<file path="config.mk">
export PLATFORM = sky130hd
export DESIGN_NAME = lcd_msg_sequencer_flat
export DESIGN_NICKNAME = d
export VERILOG_FILES = /design/src/rtl/lcd_msg_sequencer_pkg.sv /design/src/rtl/lcd_msg_sequencer_if.sv /design/src/rtl/lcd_msg_rom.sv /design/src/rtl/lcd_msg_sequencer.sv /design/src/flat_wrapper.sv
export SDC_FILE = /design/constraint.sdc
export NUM_CORES = 1
export LEC_CHECK = 0
export BUFFER_PORTS_ARGS = -buffer_cell sky130_fd_sc_hd__clkbuf_2
export CORE_AREA = 3 3 65 67
export CTS_CLUSTER_DIAMETER = 40
export DETAILED_ROUTE_END_ITERATION = 8
export DIE_AREA = 0 0 68 70
export GPL_TIMING_DRIVEN = 0
export PLACE_DENSITY = 0.79
export SKIP_LAST_GASP = 1
export SYNTH_ARGS = -nofsm -noshare
export SYNTH_HDL_FRONTEND = slang
export SYNTH_SLANG_ARGS = --single-unit
</file>
<file path="constraint.sdc">
create_clock -name clk -period 4.4 [get_ports clk]
set_input_delay 0.22 -clock clk [delete_from_list [all_inputs] [get_ports clk]]
set_output_delay 0.22 -clock clk [all_outputs]
set_load 0.01 [all_outputs]
</file>
<file path="src/rtl/lcd_msg_sequencer_pkg.sv">
// Shared types and the fixed message table for the LCD message sequencer.
// Every message is exactly LCD_MSG_LEN characters, space padded; the last entry is UNKNOWN.
package lcd_pkg;

    localparam int         LCD_NUM_CLASSES = 4;
    localparam int         LCD_MSG_LEN     = 16;
    localparam int         LCD_IDX_W       = $clog2(LCD_MSG_LEN);
    localparam logic [7:0] LCD_SPACE       = 8'h20;

    typedef enum logic [2:0] {
        SEQ_IDLE,
        SEQ_SEND,
        SEQ_WAIT_LOW,
        SEQ_WAIT_HIGH,
        SEQ_DONE
    } lcd_seq_state_t;

    typedef logic [8*LCD_MSG_LEN-1:0] lcd_msg_t;

    // First character sits in the most significant byte.
    localparam lcd_msg_t LCD_MSG_TABLE [LCD_NUM_CLASSES+1] = '{
        {"YES",     {13{LCD_SPACE}}},
        {"NO",      {14{LCD_SPACE}}},
        {"UP",      {14{LCD_SPACE}}},
        {"DOWN",    {12{LCD_SPACE}}},
        {"UNKNOWN", {9{LCD_SPACE}}}
    };

    function automatic logic [7:0] lcd_msg_char(input lcd_msg_t msg,
                                                input logic [LCD_IDX_W-1:0] idx);
        return msg[8*(LCD_MSG_LEN-1-int'(idx)) +: 8];
    endfunction

endpackage

</file>
<file path="src/rtl/lcd_msg_sequencer_if.sv">
// Classifier-result and LCD character handshake bundle for lcd_msg_sequencer.
// master = classifier/LCD-driver side, slave = the sequencer.
interface lcd_msg_sequencer_if #(
    parameter int CLASS_W = 3
);
    logic               class_valid;
    logic [CLASS_W-1:0] class_id;
    logic               char_ready;
    logic               char_valid;
    logic [7:0]         char_out;
    logic               busy;
    logic               msg_done;
    logic               err;

    modport master (
        output class_valid, class_id, char_ready,
        input  char_valid, char_out, busy, msg_done, err
    );

    modport slave (
        input  class_valid, class_id, char_ready,
        output char_valid, char_out, busy, msg_done, err
    );
endinterface

</file>
<file path="src/rtl/lcd_msg_rom.sv">
// Combinational (class, index) -> ASCII lookup into the package message table.
// Classes at or beyond NUM_CLASSES resolve to the UNKNOWN message.
module lcd_msg_rom
    import lcd_pkg::*;
#(
    parameter int NUM_CLASSES = LCD_NUM_CLASSES,
    parameter int CLASS_W     = 3
) (
    input  logic [CLASS_W-1:0]   class_id,
    input  logic [LCD_IDX_W-1:0] idx,
    output logic [7:0]           char_code
);
    lcd_msg_t msg;

    // NOTE: every always_comb output gets a default before any branch, so no latch can be inferred.
    always_comb begin
        msg = LCD_MSG_TABLE[LCD_NUM_CLASSES];
        for (int c = 0; c < NUM_CLASSES; c++) begin
            if (class_id == CLASS_W'(c)) msg = LCD_MSG_TABLE[c];
        end
        char_code = lcd_msg_char(msg, idx);
    end
endmodule

</file>
<file path="src/rtl/lcd_msg_sequencer.sv">
// Streams the fixed ASCII message of a classifier result to the LCD driver, one char per handshake.
// Optional build macro: LCD_SEQ_REPEAT_SUPPRESS_EN (drop repeats of the last completed message).
module lcd_msg_sequencer
    import lcd_pkg::*;
#(
    parameter int NUM_CLASSES = LCD_NUM_CLASSES,
    parameter int CLASS_W     = 3,
    parameter int MSG_LEN     = LCD_MSG_LEN,  // must match the package table width
    parameter int ACK_TIMEOUT = 4095
) (
    input  logic                clk,
    input  logic                rstb,
    lcd_msg_sequencer_if.slave  bus
);
    localparam int IDX_W = $clog2(MSG_LEN);
    localparam int CNT_W = $clog2(ACK_TIMEOUT + 1);

    localparam logic [2:0] ST_IDLE      = SEQ_IDLE;
    localparam logic [2:0] ST_SEND      = SEQ_SEND;
    localparam logic [2:0] ST_WAIT_LOW  = SEQ_WAIT_LOW;
    localparam logic [2:0] ST_WAIT_HIGH = SEQ_WAIT_HIGH;
    localparam logic [2:0] ST_DONE      = SEQ_DONE;

    logic [2:0]         state;
    logic [CLASS_W-1:0] cur_class;
    logic [IDX_W-1:0]   idx;
    logic [CNT_W-1:0]   cnt;
    logic               pend_valid;
    logic [CLASS_W-1:0] pend_class;
    logic [7:0]         rom_char;

    logic               req_vld;
    logic [CLASS_W-1:0] req_class;
    logic               req_drop;

    lcd_msg_rom #(.NUM_CLASSES(NUM_CLASSES), .CLASS_W(CLASS_W)) u_rom (
        .class_id  (cur_class),
        .idx       (idx),
        .char_code (rom_char)
    );

    // A fresh strobe beats the buffered request.
    assign req_vld   = bus.class_valid || pend_valid;
    assign req_class = bus.class_valid ? bus.class_id : pend_class;

`ifdef LCD_SEQ_REPEAT_SUPPRESS_EN
    logic               last_vld;
    logic [CLASS_W-1:0] last_class;
    assign req_drop = last_vld && (req_class == last_class);
`else
    assign req_drop = 1'b0;
`endif

    // NOTE: sequential state uses non-blocking assignments only, so every register samples pre-edge values.
    always_ff @(posedge clk or negedge rstb) begin
        if (!rstb) begin
            state          <= ST_IDLE;
            cur_class      <= '0;
            idx            <= '0;
            cnt            <= '0;
            pend_valid     <= 1'b0;
            pend_class     <= '0;
            bus.char_valid <= 1'b0;
            bus.char_out   <= LCD_SPACE;
            bus.busy       <= 1'b0;
            bus.msg_done   <= 1'b0;
            bus.err        <= 1'b0;
`ifdef LCD_SEQ_REPEAT_SUPPRESS_EN
            last_vld       <= 1'b0;
            last_class     <= '0;
`endif
        end else begin
            bus.char_valid <= 1'b0;
            bus.msg_done   <= 1'b0;

            // Requests arriving mid-message are buffered; the newest overwrites.
            if (bus.class_valid && state != ST_IDLE) begin
                pend_valid <= 1'b1;
                pend_class <= bus.class_id;
            end

            case (state)
                ST_IDLE: begin
                    if (req_vld) begin
                        pend_valid <= 1'b0;
                        if (!req_drop) begin
                            cur_class <= req_class;
                            idx       <= '0;
                            bus.busy  <= 1'b1;
                            state     <= ST_SEND;
                        end
                    end
                end
                ST_SEND: begin
                    if (bus.char_ready) begin
                        bus.char_out   <= rom_char;
                        bus.char_valid <= 1'b1;
                        cnt            <= '0;
                        state          <= ST_WAIT_LOW;
                    end
                end
                ST_WAIT_LOW: begin
                    if (!bus.char_ready) begin
                        state <= ST_WAIT_HIGH;
                    end else if (cnt == CNT_W'(ACK_TIMEOUT)) begin
                        bus.err  <= 1'b1;
                        bus.busy <= 1'b0;
                        state    <= ST_IDLE;
`ifdef LCD_SEQ_REPEAT_SUPPRESS_EN
                        last_vld <= 1'b0;
`endif
                    end else begin
                        cnt <= cnt + 1'b1;
                    end
                end
                ST_WAIT_HIGH: begin
                    if (bus.char_ready) begin
                        if (idx == IDX_W'(MSG_LEN - 1)) begin
                            bus.msg_done <= 1'b1;
                            bus.busy     <= 1'b0;
                            state        <= ST_DONE;
`ifdef LCD_SEQ_REPEAT_SUPPRESS_EN
                            last_vld     <= 1'b1;
                            last_class   <= cur_class;
`endif
                        end else begin
                            idx   <= idx + 1'b1;
                            state <= ST_SEND;
                        end
                    end
                end
                ST_DONE:  state <= ST_IDLE;
                default:  state <= ST_IDLE;
            endcase
        end
    end
endmodule

</file>
<file path="src/flat_wrapper.sv">
// flat-port wrapper written by rule: the top's interface ports become plain ports
module lcd_msg_sequencer_flat import lcd_pkg::*;
#(
    parameter int NUM_CLASSES = LCD_NUM_CLASSES,
    parameter int CLASS_W     = 3,
    parameter int MSG_LEN     = LCD_MSG_LEN,                                       
    parameter int ACK_TIMEOUT = 4095
)
  (clk, rstb, bus_class_valid, bus_class_id, bus_char_ready, bus_char_valid, bus_char_out, bus_busy, bus_msg_done, bus_err);
  lcd_msg_sequencer_if #(.CLASS_W(CLASS_W)) bus_i ();
  input  logic clk;
  input  logic rstb;
  input wire logic [$bits(bus_i.class_valid)-1:0] bus_class_valid;
  input wire logic [$bits(bus_i.class_id)-1:0] bus_class_id;
  input wire logic [$bits(bus_i.char_ready)-1:0] bus_char_ready;
  output wire logic [$bits(bus_i.char_valid)-1:0] bus_char_valid;
  output wire logic [$bits(bus_i.char_out)-1:0] bus_char_out;
  output wire logic [$bits(bus_i.busy)-1:0] bus_busy;
  output wire logic [$bits(bus_i.msg_done)-1:0] bus_msg_done;
  output wire logic [$bits(bus_i.err)-1:0] bus_err;
  assign bus_i.class_valid = bus_class_valid;
  assign bus_i.class_id = bus_class_id;
  assign bus_i.char_ready = bus_char_ready;
  assign bus_char_valid = bus_i.char_valid;
  assign bus_char_out = bus_i.char_out;
  assign bus_busy = bus_i.busy;
  assign bus_msg_done = bus_i.msg_done;
  assign bus_err = bus_i.err;
  lcd_msg_sequencer #(.NUM_CLASSES(NUM_CLASSES), .CLASS_W(CLASS_W), .MSG_LEN(MSG_LEN), .ACK_TIMEOUT(ACK_TIMEOUT)) u_core (.clk(clk), .rstb(rstb), .bus(bus_i));
endmodule
</file>
==> impl_metrics.yaml <==
final_layout:
  diodes: 0
  nFillCells: 326
  regArea_um2: 927
  final_layout_size_suffix_gt1_share_pct: 16.3
  postLayoutCoreUtil_pct: 61.2
  multi_input_area_um2: 968
  syn_to_final_growth_pct: 12.8
  nNetsFinal: 247
synth:
  synth_area_leaders: "dfrtp_1, mux2i_1, nand2_1"
  synth_top_area_share_pct: 45.0
  yosysSeqAreaShare_pct: 46.3
  synth_compound_area_share_pct: 18.1
  syn-num-nets: 224
  muxShareOfSynthArea_pct: 6.25
  ys_warn_count: 0
  synth-async-reset-ratio_pct: 100
  synthFlopType: "dfrtp_1"
  synthSimpleGateAreaFrac_pct: 22.1
  ys_ff_latch: 37
  synth_adder_area_share_pct: 1.25
  synth_xor_xnor_area_share_pct: 0.437
  synth_edf_count: 0
  synth_top_family_by_area: "simple AND/OR/NAND/NOR gates"
  yosysTopAreaCell: "dfrtp_1"
  ys_types: 51
  synth.cell_area_um2: 2000
  syn_avg_cell_area_um2: 9.31
  synthesis.instances: 215
critical_path:
  r2r-end: "u_core.idx[2]"
  worstReg2RegStart: "u_core.state[2]"
  required_ps: 4580
  reg2reg_setup_slack_ps: 2640
  crit_path_end_kind: "flop"
  crit_arrival_ps: 1940
  reg2reg_depth: 5
  crit_path_max_fanout: 10
  worstSetupStartpointType: "flop"
  critPathKind: "reg2reg"
floorplan:
  die_width_um: 68
  initial_utilization_pct: 54.3
  fp.coreArea_um2: 3690
  rows: 22
  die_y_um: 70
  die-area_um2: 4760
  pin_count: 19
drt:
  dr_wl_met2_um: 1930
  wl_met3_um: 155
  met1_length_um: 1850
  vias_per_cell: 5.74
  routedWlPerCell_um: 13.9
  drc: 0
  wirelength_um: 3990
  via_count: 1648
  first_pass_iters: 4
  maxUsedRoutingLayer: "met4"
  drtIter0Drc: 138
  postRouteAntennaNets: 0
clocking:
  clockBufferDepth: 2
  cts_setup_buffers: 0
  cts_resized: 0
  cts_root_buffer: "clkbuf_8"
  cts_tree: "done"
  numCtsBuffers: 5
  h-tree-depth: 2
  cts.clk_slew.worst_paths_ps: 80
  cts_num_sinks: 37
  clock_latency_ps: 290
  hold_buffers: 0
timing:
  max_freq_ghz: 0.568
  slew_headroom_pct: 39.6
  post-route-min-period_ps: 1760
  setup_viol: 0
  worstMarginPinSlew_ps: 906
  hold_violations: 0
  rsz0062_at_grt: "false"
  setup_slack_ps: 2640
  drv_slew: 0
  period_share_pct: 40.0
  hold_slack_ps: 49.0
  skew_ps: 11.3
  setup_tns_ps: 0
power:
  p_sw_share_pct: 36.6
  comb_power_share_pct: 40.4
  p_seq_share_pct: 36.9
  power.internal_mw: 0.848
  p_sw_mw: 0.491
  power_density_nw_per_um2: 593
  post-layout-total-power_mw: 1.34
  ir_drop_v: 0.000345
  clock_power_share_pct: 22.7
  p_leak_nw: 0.992
place:
  dp_slack_ps: 2660
  port_buffers: 16
  gp_congestion: 0.881
  dp_hpwl_um: 2790
min_path:
  hold_class: "in2async"
global_routing:
  grt_pass1_wl_um: 7130
  antenna_found_initial: 0
  grt_max_degree: 38
  grt_usage_pct: 19.2
  grt_pass1_vias: 1544
  overflow: 0
job:
  cap_viol_max_count: 0
outcome:
  status: "finished clean"
==> kinds of logic (layout without fill, tap and decap cells) <==
| kind of cell | Yosys count | count (layout) |
|---|---|---|
| AND/OR/NAND/NOR | 83 | 83 |
| AO/OA/AOI/OAI | 56 | 56 |
| flip-flops | 37 | 37 |
| buffers and inverters | 23 | 47 |
| multiplexers | 12 | 12 |
| adder cells (fa/ha/maj) | 2 | 2 |
| other | 1 | 1 |
| XOR/XNOR | 1 | 1 |
==> sequential cells by signal, summed over array words and instances, names as in the netlist <==
register and cells:
u_core.bus.busy 1, u_core.bus.char_out 7, u_core.bus.char_valid 1, u_core.bus.err 1, u_core.bus.msg_done 1, u_core.cnt 12, u_core.cur_class 3, u_core.idx 4
u_core.pend_class 3, u_core.pend_valid 1, u_core.state 3
==> layout make-up <==
type / instances / share of cell area [%]
repair buffers: 16 / 3.55
clock buffers: 7 / 3.82
well taps: 48 / 2.66
multi-input cells: 155 / 42.9
plain buffers: 15 / 3.38
clock inverters: 1 / 1.33
flip-flops and latches: 37 / 41.1
inverters: 8 / 1.33
==> critical path, cell delays in order, from the launching register on <==
cell,delay [ps]
dfrtp_1,360
buf_2,160
or3_4,410
o22ai_1,360
a211oi_1,140
a31o_2,220
==> power groups by stage <==
stage	registers, mW	clock network [mW]	logic, mW
after floorplan	0.505	0	0.389
after global placement	0.496	0	0.525
after detailed placement	0.499	0	0.537
after CTS	0.494	0.308	0.541
after global routing	0.507	0.323	0.619
final	0.494	0.304	0.541
==> cell usage after synthesis (all sizes together), types with 3 or more instances <==
cell and number:
o21ai 15, inv 7, mux2 4, nor2 14, nand2 21, buf 7
dfrtp 36, nand4 5, o22ai 3, a21oi 13, mux2i 8, clkbuf 8
nor3 8, or3 8, nand2b 4, o211ai 5, nand3 8
==> placed cells by master (no fill, tap or decap), types with 2 or more instances in the layout <==
cell type	Yosys	routed
nand2b_1	4	4
a21oi_1	13	13
o22ai_1	3	3
inv_1	7	7
ha_1	2	2
nand3_1	8	8
o31ai_1	2	2
dfrtp_1	36	36
or3_1	7	7
mux2i_1	8	8
a211oi_1	2	2
o211ai_1	5	5
clkbuf_8	0	6
nand4_1	5	5
a21o_1	2	2
and3_1	2	2
o21ai_0	15	15
buf_4	2	2
clkbuf_1	8	9
buf_2	4	4
a2111oi_0	2	2
clkbuf_2	0	16
nand2_1	21	21
nor2b_1	2	2
mux2_2	4	4
a22oi_1	2	2
and2_1	2	2
nor2_1	13	13
nor3_1	8	8
or4_1	2	2
and4_1	2	2
==> worst max-delay path by stage <==
| stage | from | to | slack [ps] | depth (start not counted) |
|---|---|---|---|---|
| after floorplan | u_core.state[2] | u_core.idx[2] | 2810 | 5 |
| after global placement | u_core.state[2] | u_core.idx[2] | 2690 | 5 |
| after detailed placement | u_core.state[2] | u_core.idx[2] | 2660 | 5 |
| after CTS | u_core.state[2] | u_core.idx[2] | 2640 | 5 |
| after global routing | u_core.state[2] | u_core.idx[2] | 2500 | 5 |
| final | u_core.state[2] | u_core.idx[2] | 2640 | 5 |
==> through the flow <==
stage / cell area, um2 / cells
after CTS: 2260 / 287
after detailed placement: 2140 / 279
after global placement: 2140 / 279
after global routing: 2260 / 287
final: 2260 / 287
after floorplan: 2000 / 215
==> layer usage <==
metal | up-vias | track usage [%]
met3 | 6 | 3.86
met5 | - | 0
li1 | 831 | -
met4 | 0 | 5.30
met1 | 776 | 27.1
met2 | 35 | 29.7
Note: power is estimated with default switching activity, not from simulation.
